[config.mk]
export PLATFORM = sky130hd
export DESIGN_NAME = icb2apb_pready
export DESIGN_NICKNAME = d
export VERILOG_FILES = /design/src/rtl/icb2apb_pready_pkg.sv /design/src/rtl/icb2apb_rsp_buf.sv /design/src/rtl/icb2apb_pready.sv
export SDC_FILE = /design/constraint.sdc
export NUM_CORES = 1
export LEC_CHECK = 0
export ABC_AREA = 1
export CORE_MARGIN = 2
export CORE_UTILIZATION = 60
export CTS_BUF_LIST = sky130_fd_sc_hd__clkbuf_4 sky130_fd_sc_hd__clkbuf_8 sky130_fd_sc_hd__clkbuf_16
export DETAILED_ROUTE_END_ITERATION = 16
export DONT_BUFFER_PORTS = 1
export GPL_TIMING_DRIVEN = 1
export PLACE_DENSITY_LB_ADDON = 0.12
export REMOVE_ABC_BUFFERS = 1
export SYNTH_ARGS = -nofsm -noshare
export SYNTH_HDL_FRONTEND = slang
export SYNTH_HIERARCHICAL = 1
export SYNTH_SLANG_ARGS = --single-unit
export TNS_END_PERCENT = 30
[constraint.sdc]
create_clock -name clk -period 10.3 [get_ports clk]
set_clock_uncertainty 0.2 [all_clocks]
set_input_delay 2.06 -clock clk [delete_from_list [all_inputs] [get_ports clk]]
set_output_delay 2.06 -clock clk [all_outputs]
set_load 0.01 [all_outputs]
[src/rtl/icb2apb_pready_pkg.sv]
// rtl/icb2apb_pready_pkg.sv - shared state encoding and sizing helpers for the ICB-to-APB4 bridge
//
// Contents:
//   apb_state_e   - APB phase state encoding (IDLE/SETUP/ACCESS)
//   rsp_entry_w() - width of one response buffer entry: {err, rdata}

package icb2apb_pready_pkg;

    typedef enum logic [1:0] {
        ST_IDLE   = 2'd0,
        ST_SETUP  = 2'd1,
        ST_ACCESS = 2'd2
    } apb_state_e;

    // One response entry carries the error flag above the read data.
    function automatic int rsp_entry_w(input int dw);
        return dw + 1;
    endfunction

endpackage

[src/rtl/icb2apb_rsp_buf.sv]
// rtl/icb2apb_rsp_buf.sv - response FIFO for the ICB-to-APB4 bridge
//
// Ports:
//   clk, rst_n      - clock, asynchronous active-low reset
//   push, push_data - write one entry (dropped only if full and not popping)
//   pop             - remove the head entry (ignored when empty)
//   head            - head entry, forced to 0 while empty
//   empty           - no entries held
//   count           - number of entries held

module icb2apb_rsp_buf #(
    parameter int DEPTH = 2,
    parameter int WIDTH = 65
) (
    input  logic                         clk,
    input  logic                         rst_n,
    input  logic                         push,
    input  logic [WIDTH-1:0]             push_data,
    input  logic                         pop,
    output logic [WIDTH-1:0]             head,
    output logic                         empty,
    output logic [$clog2(DEPTH+1)-1:0]   count
);

    localparam int PW = (DEPTH > 1) ? $clog2(DEPTH) : 1;
    localparam int CW = $clog2(DEPTH + 1);

    logic [WIDTH-1:0] mem [DEPTH];
    logic [PW-1:0]    wr_ptr;
    logic [PW-1:0]    rd_ptr;
    logic             full;
    logic             do_push;
    logic             do_pop;

    function automatic logic [PW-1:0] ptr_next(input logic [PW-1:0] p);
        return (p == PW'(DEPTH - 1)) ? '0 : p + 1'b1;
    endfunction

    assign empty   = (count == '0);
    assign full    = (count == CW'(DEPTH));
    assign do_pop  = pop & ~empty;
    // A pop in the same cycle frees the slot, so a push into a full buffer is still taken.
    assign do_push = push & (~full | do_pop);
    assign head    = empty ? '0 : mem[rd_ptr];

    // Storage needs no reset: the head is masked while empty.
    always_ff @(posedge clk) begin
        if (do_push) begin
            mem[wr_ptr] <= push_data;
        end
    end

    always_ff @(posedge clk or negedge rst_n) begin
        if (!rst_n) begin
            wr_ptr <= '0;
            rd_ptr <= '0;
            count  <= '0;
        end else begin
            if (do_push) begin
                wr_ptr <= ptr_next(wr_ptr);
            end
            if (do_pop) begin
                rd_ptr <= ptr_next(rd_ptr);
            end
            case ({do_push, do_pop})
                2'b10:   count <= count + 1'b1;
                2'b01:   count <= count - 1'b1;
                default: count <= count;
            endcase
        end
    end

endmodule

[src/rtl/icb2apb_pready.sv]
// rtl/icb2apb_pready.sv - ICB-to-APB4 bridge with wait states, PSLVERR, timeout and response buffer
//
// Ports:
//   clk, rst                      - clock, asynchronous active-low reset
//   i_icb_cmd_*                   - ICB command channel (valid/ready, read, addr, wdata, wmask)
//   i_icb_rsp_*                   - ICB response channel (valid/ready, err, rdata)
//   apb_paddr/pwrite/pwdata/pstrb - registered APB request fields
//   apb_pselx/apb_penable         - APB phase controls
//   apb_prdata/pready/pslverr     - APB slave returns

module icb2apb_pready
    import icb2apb_pready_pkg::*;
#(
    parameter int AW      = 32,
    parameter int DW      = 64,
    parameter int RSP_DP  = 2,
    parameter int TIMEOUT = 0
) (
    input  logic            clk,
    input  logic            rst,

    input  logic            i_icb_cmd_valid,
    output logic            i_icb_cmd_ready,
    input  logic            i_icb_cmd_read,
    input  logic [AW-1:0]   i_icb_cmd_addr,
    input  logic [DW-1:0]   i_icb_cmd_wdata,
    input  logic [DW/8-1:0] i_icb_cmd_wmask,

    output logic            i_icb_rsp_valid,
    input  logic            i_icb_rsp_ready,
    output logic            i_icb_rsp_err,
    output logic [DW-1:0]   i_icb_rsp_rdata,

    output logic [AW-1:0]   apb_paddr,
    output logic            apb_pwrite,
    output logic            apb_pselx,
    output logic            apb_penable,
    output logic [DW-1:0]   apb_pwdata,
    output logic [DW/8-1:0] apb_pstrb,
    input  logic [DW-1:0]   apb_prdata,
    input  logic            apb_pready,
    input  logic            apb_pslverr
);

    localparam int EW = rsp_entry_w(DW);
    localparam int CW = $clog2(RSP_DP + 1);

    apb_state_e      state;
    logic            cmd_hs;
    logic            cmd_ready_c;
    logic            pready_done;
    logic            timeout_hit;
    logic            timeout_done;
    logic            access_done;
    logic            push_err;
    logic [DW-1:0]   push_rdata;
    logic [EW-1:0]   push_data;
    logic [EW-1:0]   head;
    logic            empty;
    logic [CW-1:0]   count;

    assign pready_done  = (state == ST_ACCESS) & apb_pready;
    assign timeout_done = (state == ST_ACCESS) & ~apb_pready & timeout_hit;
    assign access_done  = pready_done | timeout_done;

    // Timeout entries always report an error with zero data; PREADY wins if both coincide.
    assign push_err   = pready_done ? apb_pslverr : 1'b1;
    assign push_rdata = (pready_done & ~apb_pwrite & ~apb_pslverr) ? apb_prdata : '0;
    assign push_data  = {push_err, push_rdata};

    // The in-flight transfer owns one buffer slot, so while ACCESS is completing a new
    // command needs a second free slot; in IDLE one free slot is enough.
    always_comb begin
        cmd_ready_c = 1'b0;
        if (state == ST_IDLE) begin
            cmd_ready_c = (count < CW'(RSP_DP));
        end else if (access_done) begin
            cmd_ready_c = (count < CW'(RSP_DP - 1));
        end
    end

    assign i_icb_cmd_ready = rst & cmd_ready_c;
    assign cmd_hs          = i_icb_cmd_valid & i_icb_cmd_ready;

    generate
        if (TIMEOUT != 0) begin : g_timeout
            localparam int TW = $clog2(TIMEOUT + 1);
            logic [TW-1:0] to_cnt;

            assign timeout_hit = (to_cnt == TW'(TIMEOUT - 1));

            always_ff @(posedge clk or negedge rst) begin
                if (!rst) begin
                    to_cnt <= '0;
                end else if (state == ST_SETUP) begin
                    to_cnt <= '0;
                end else if ((state == ST_ACCESS) && !apb_pready && !timeout_hit) begin
                    to_cnt <= to_cnt + 1'b1;
                end
            end
        end else begin : g_no_timeout
            assign timeout_hit = 1'b0;
        end
    endgenerate

    // A handshake can only occur in IDLE or on an ACCESS completion, so it is handled
    // ahead of the per-state transitions and covers both the start and back-to-back cases.
    always_ff @(posedge clk or negedge rst) begin
        if (!rst) begin
            state       <= ST_IDLE;
            apb_paddr   <= '0;
            apb_pwrite  <= 1'b0;
            apb_pselx   <= 1'b0;
            apb_penable <= 1'b0;
            apb_pwdata  <= '0;
            apb_pstrb   <= '0;
        end else if (cmd_hs) begin
            apb_paddr   <= i_icb_cmd_addr;
            apb_pwrite  <= ~i_icb_cmd_read;
            apb_pwdata  <= i_icb_cmd_wdata;
            apb_pstrb   <= i_icb_cmd_read ? '0 : i_icb_cmd_wmask;
            apb_pselx   <= 1'b1;
            apb_penable <= 1'b0;
            state       <= ST_SETUP;
        end else begin
            case (state)
                ST_IDLE: begin
                    state <= ST_IDLE;
                end
                ST_SETUP: begin
                    apb_penable <= 1'b1;
                    state       <= ST_ACCESS;
                end
                ST_ACCESS: begin
                    if (access_done) begin
                        apb_pselx   <= 1'b0;
                        apb_penable <= 1'b0;
                        state       <= ST_IDLE;
                    end
                end
                default: begin
                    apb_pselx   <= 1'b0;
                    apb_penable <= 1'b0;
                    state       <= ST_IDLE;
                end
            endcase
        end
    end

    icb2apb_rsp_buf #(
        .DEPTH (RSP_DP),
        .WIDTH (EW)
    ) u_rsp_buf (
        .clk       (clk),
        .rst_n     (rst),
        .push      (access_done),
        .push_data (push_data),
        .pop       (i_icb_rsp_valid & i_icb_rsp_ready),
        .head      (head),
        .empty     (empty),
        .count     (count)
    );

    assign i_icb_rsp_valid = ~empty;
    assign i_icb_rsp_err   = head[EW-1];
    assign i_icb_rsp_rdata = head[DW-1:0];

endmodule
==> results.toml <==
[timing]
min_period_ns = 5.61
fmax_mhz = 178
drv_slew = 0
whs_ns = 0.279
tightest_slew_ns = 1.13
tns_ns = 0
hold_viol = 0
grt_setup_unrepaired = "no"
fin_crit_sh_pct = 54.5
setup_viol_count_final = 0
max_slew_margin_pct = 25.0

[synth]
syn_inst = 1034
ys_types = 24
postSynthAreaPerCell_um2 = 10.5
ys_seq_area_share_pct = 61.8
syn_area_um2 = 10900
synth_top_area_share_pct = 35.8
ys.warnings.count = 6
ys_seq_elements = 243
synth_area_leader_cell = "edfxtp_1"
synthTopCellsByArea = "edfxtp_1 (36%), dfrtp_1 (26%), nand2_1 (12%)"

[worst_setup_path]
regToRegEndpoint = "u_rsp_buf/mem[0][18]"
end_kind = "primary output"
r2r_slack_ns = 6.86
cp_max_fo = 114
rr_worst_depth = 10
arrival_ns = 3.35
start_kind = "input port"
crit_top_cell = "inv_1"
cp.required_ns = 8.04
slowest_stage = "buf_4"
crit_type = "in -> out"
cp_cell_sequence = "inv_1 -> nor2_4 -> buf_4 -> nand2_1 -> inv_1"
cp_slowest_stage_delay_ns = 0.80
r2r-start = "u_rsp_buf/count[0]"

[power]
vdd_drop_max_mv = 0.155
clockPowerShare_pct = 26.0
power_frac_comb_pct = 26.2
seq_power_share_pct = 47.8
p_int_mw = 1.99
swShare_pct = 39.4
p_leak_nw = 5.06
finalPower_mw = 3.28
switchingPower_mw = 1.29
p_per_area_nw_per_um2 = 283

[global_routing]
grt_max_degree = 115
antenna_found_initial = 1
grt_pass1_wl_um = 38100
grt_pass1_vias = 6946
grt_overflow_total = 0
grt.total_usage_pct = 24.8

[placement]
io_buffers = 0
place_congestion = 0.804
place_area_um2 = 10800
place.detailed.hpwl_um = 15400
placed_cells_incl_taps = 1198

[floorplanning]
io_pins = 349
core-area_um2 = 17900
die_y_um = 139
initial_core_util_pct = 60.9
fp.dieArea_um2 = 19300
rows = 49
fp.dieW_um = 139

[cells_and_area]
final_cells = 1244
layout_commonest_cell = "nand2_1"
multi_input_area_um2 = 3360
syn2layout_area_growth_pct = 6.25
most-common-layout-cells = "nand2_1 (358), edfxtp_1 (130), dfrtp_1 (112)"
nFillCells = 1424
regArea_um2 = 6730
drive_above_1_share_pct = 16.5
finalInstanceArea_um2 = 11600
nets = 1171

[worst_hold_path]
min_to = "u_rsp_buf/wr_ptr"
min_path_cells = 2
hold_class = "reg -> reg"
hold_path.startpoint = "u_rsp_buf/wr_ptr"

[clocking]
cts_sinks = 243
cts_hold_buf = 0
cts_buffers = 25
cts_htree_levels = 1
root_buffer = "clkbuf_16"
cts_max_path_buffers = 3
postCtsSetupRepairBufs = 0
cts_tree = "done"
clkTransAtPathRegs_ns = 0.05
clkLatencyLatePin_ns = 0.51
cts_resized = 0

[routing]
routedWlPerCell_um = 19.8
drc = 0
dr.pass1.iters = 4
antenna_left = 0
vias_per_cell = 5.64
vias = 7020
wl_um = 24600
initialDrtViolationCount = 529

[flow_run]
drv_cap = 0

[outcome]
status = "finished clean"
-- per-layer routing --
layer	global-route usage, %	share of wire (%)	vias up
met5	0	0	-
met4	9.09	3.1	0
met3	7.49	9.1	43
met2	41.0	50	289
met1	31.3	38	3367
li1	-	-	3321
-- logic make-up (layout without fill, tap and decap cells) --
logic type | Yosys count | after routing | share of synthesized area [%]
other | 0 | 1 | 0
buffers and inverters | 168 | 148 | 7.63
AO/OA/AOI/OAI | 71 | 71 | 4.66
flip-flops | 243 | 243 | 61.8
XOR/XNOR | 1 | 1 | 0.0804
AND/OR/NAND/NOR | 551 | 551 | 25.9
-- synth_stat cells, drive strengths merged --
library cell,n
a21oi,66
buf,51
clkbuf,23
dfrtp,113
edfxtp,130
inv,94
nand2,362
nand3,5
nand4,106
nor2,77
o21ai,4
o31ai,1
or2,1
xor2,1
-- power groups by stage --
| stage | Combinational (mW) | Clock [mW] | Sequential, mW |
|---|---|---|---|
| after floorplan | 0.656 | 0 | 1.53 |
| after global placement | 0.849 | 0 | 1.58 |
| after detailed placement | 0.878 | 0 | 1.58 |
| after CTS | 0.874 | 0.862 | 1.57 |
| after global routing | 0.967 | 0.901 | 1.60 |
| final | 0.860 | 0.851 | 1.57 |
-- sequential cells by signal, indices dropped and copies added, names as in the netlist --
| signal | cells |
|---|---|
| apb_pwrite | 1 |
| state | 2 |
| u_rsp_buf/wr_ptr | 1 |
| apb_pselx | 1 |
| u_rsp_buf/rd_ptr | 1 |
| apb_pstrb | 8 |
| u_rsp_buf/mem | 130 |
| apb_penable | 1 |
| u_rsp_buf/count | 2 |
| apb_paddr | 32 |
| apb_pwdata | 64 |
-- layout make-up --
class | instances | area share [%]
flip-flops and latches | 243 | 58.1
multi-input cells | 623 | 29.0
clock buffers | 35 | 6.27
inverters | 94 | 3.05
well taps | 229 | 2.47
repair buffers | 9 | 0.584
clock inverters | 10 | 0.421
diodes | 1 | 0.0216
-- critical path: cells and delay by family --
kind / cells / cell delay [ns]
buf+inv: 3 / 1.01
simple gates: 2 / 0.18
-- worst max-delay path by stage --
stage	slack, ns	end	startpoint
final	4.69	i_icb_cmd_ready	rst
after global routing	4.65	i_icb_cmd_ready	apb_pready
after CTS	4.75	i_icb_cmd_ready	rst
after detailed placement	4.75	i_icb_cmd_ready	rst
after global placement	4.74	i_icb_cmd_ready	rst
after floorplan	3.69	u_rsp_buf/mem[0][58]	apb_pready
-- per-stage QoR --
stage | worst slack (ns) | utilization (%)
final | 4.69 | 64.7
after global routing | 4.65 | 64.7
after CTS | 4.75 | 64.7
after detailed placement | 4.75 | 60.3
after global placement | 4.74 | 60.3
after floorplan | 3.69 | -
Power figures use the tool's default switching activity.
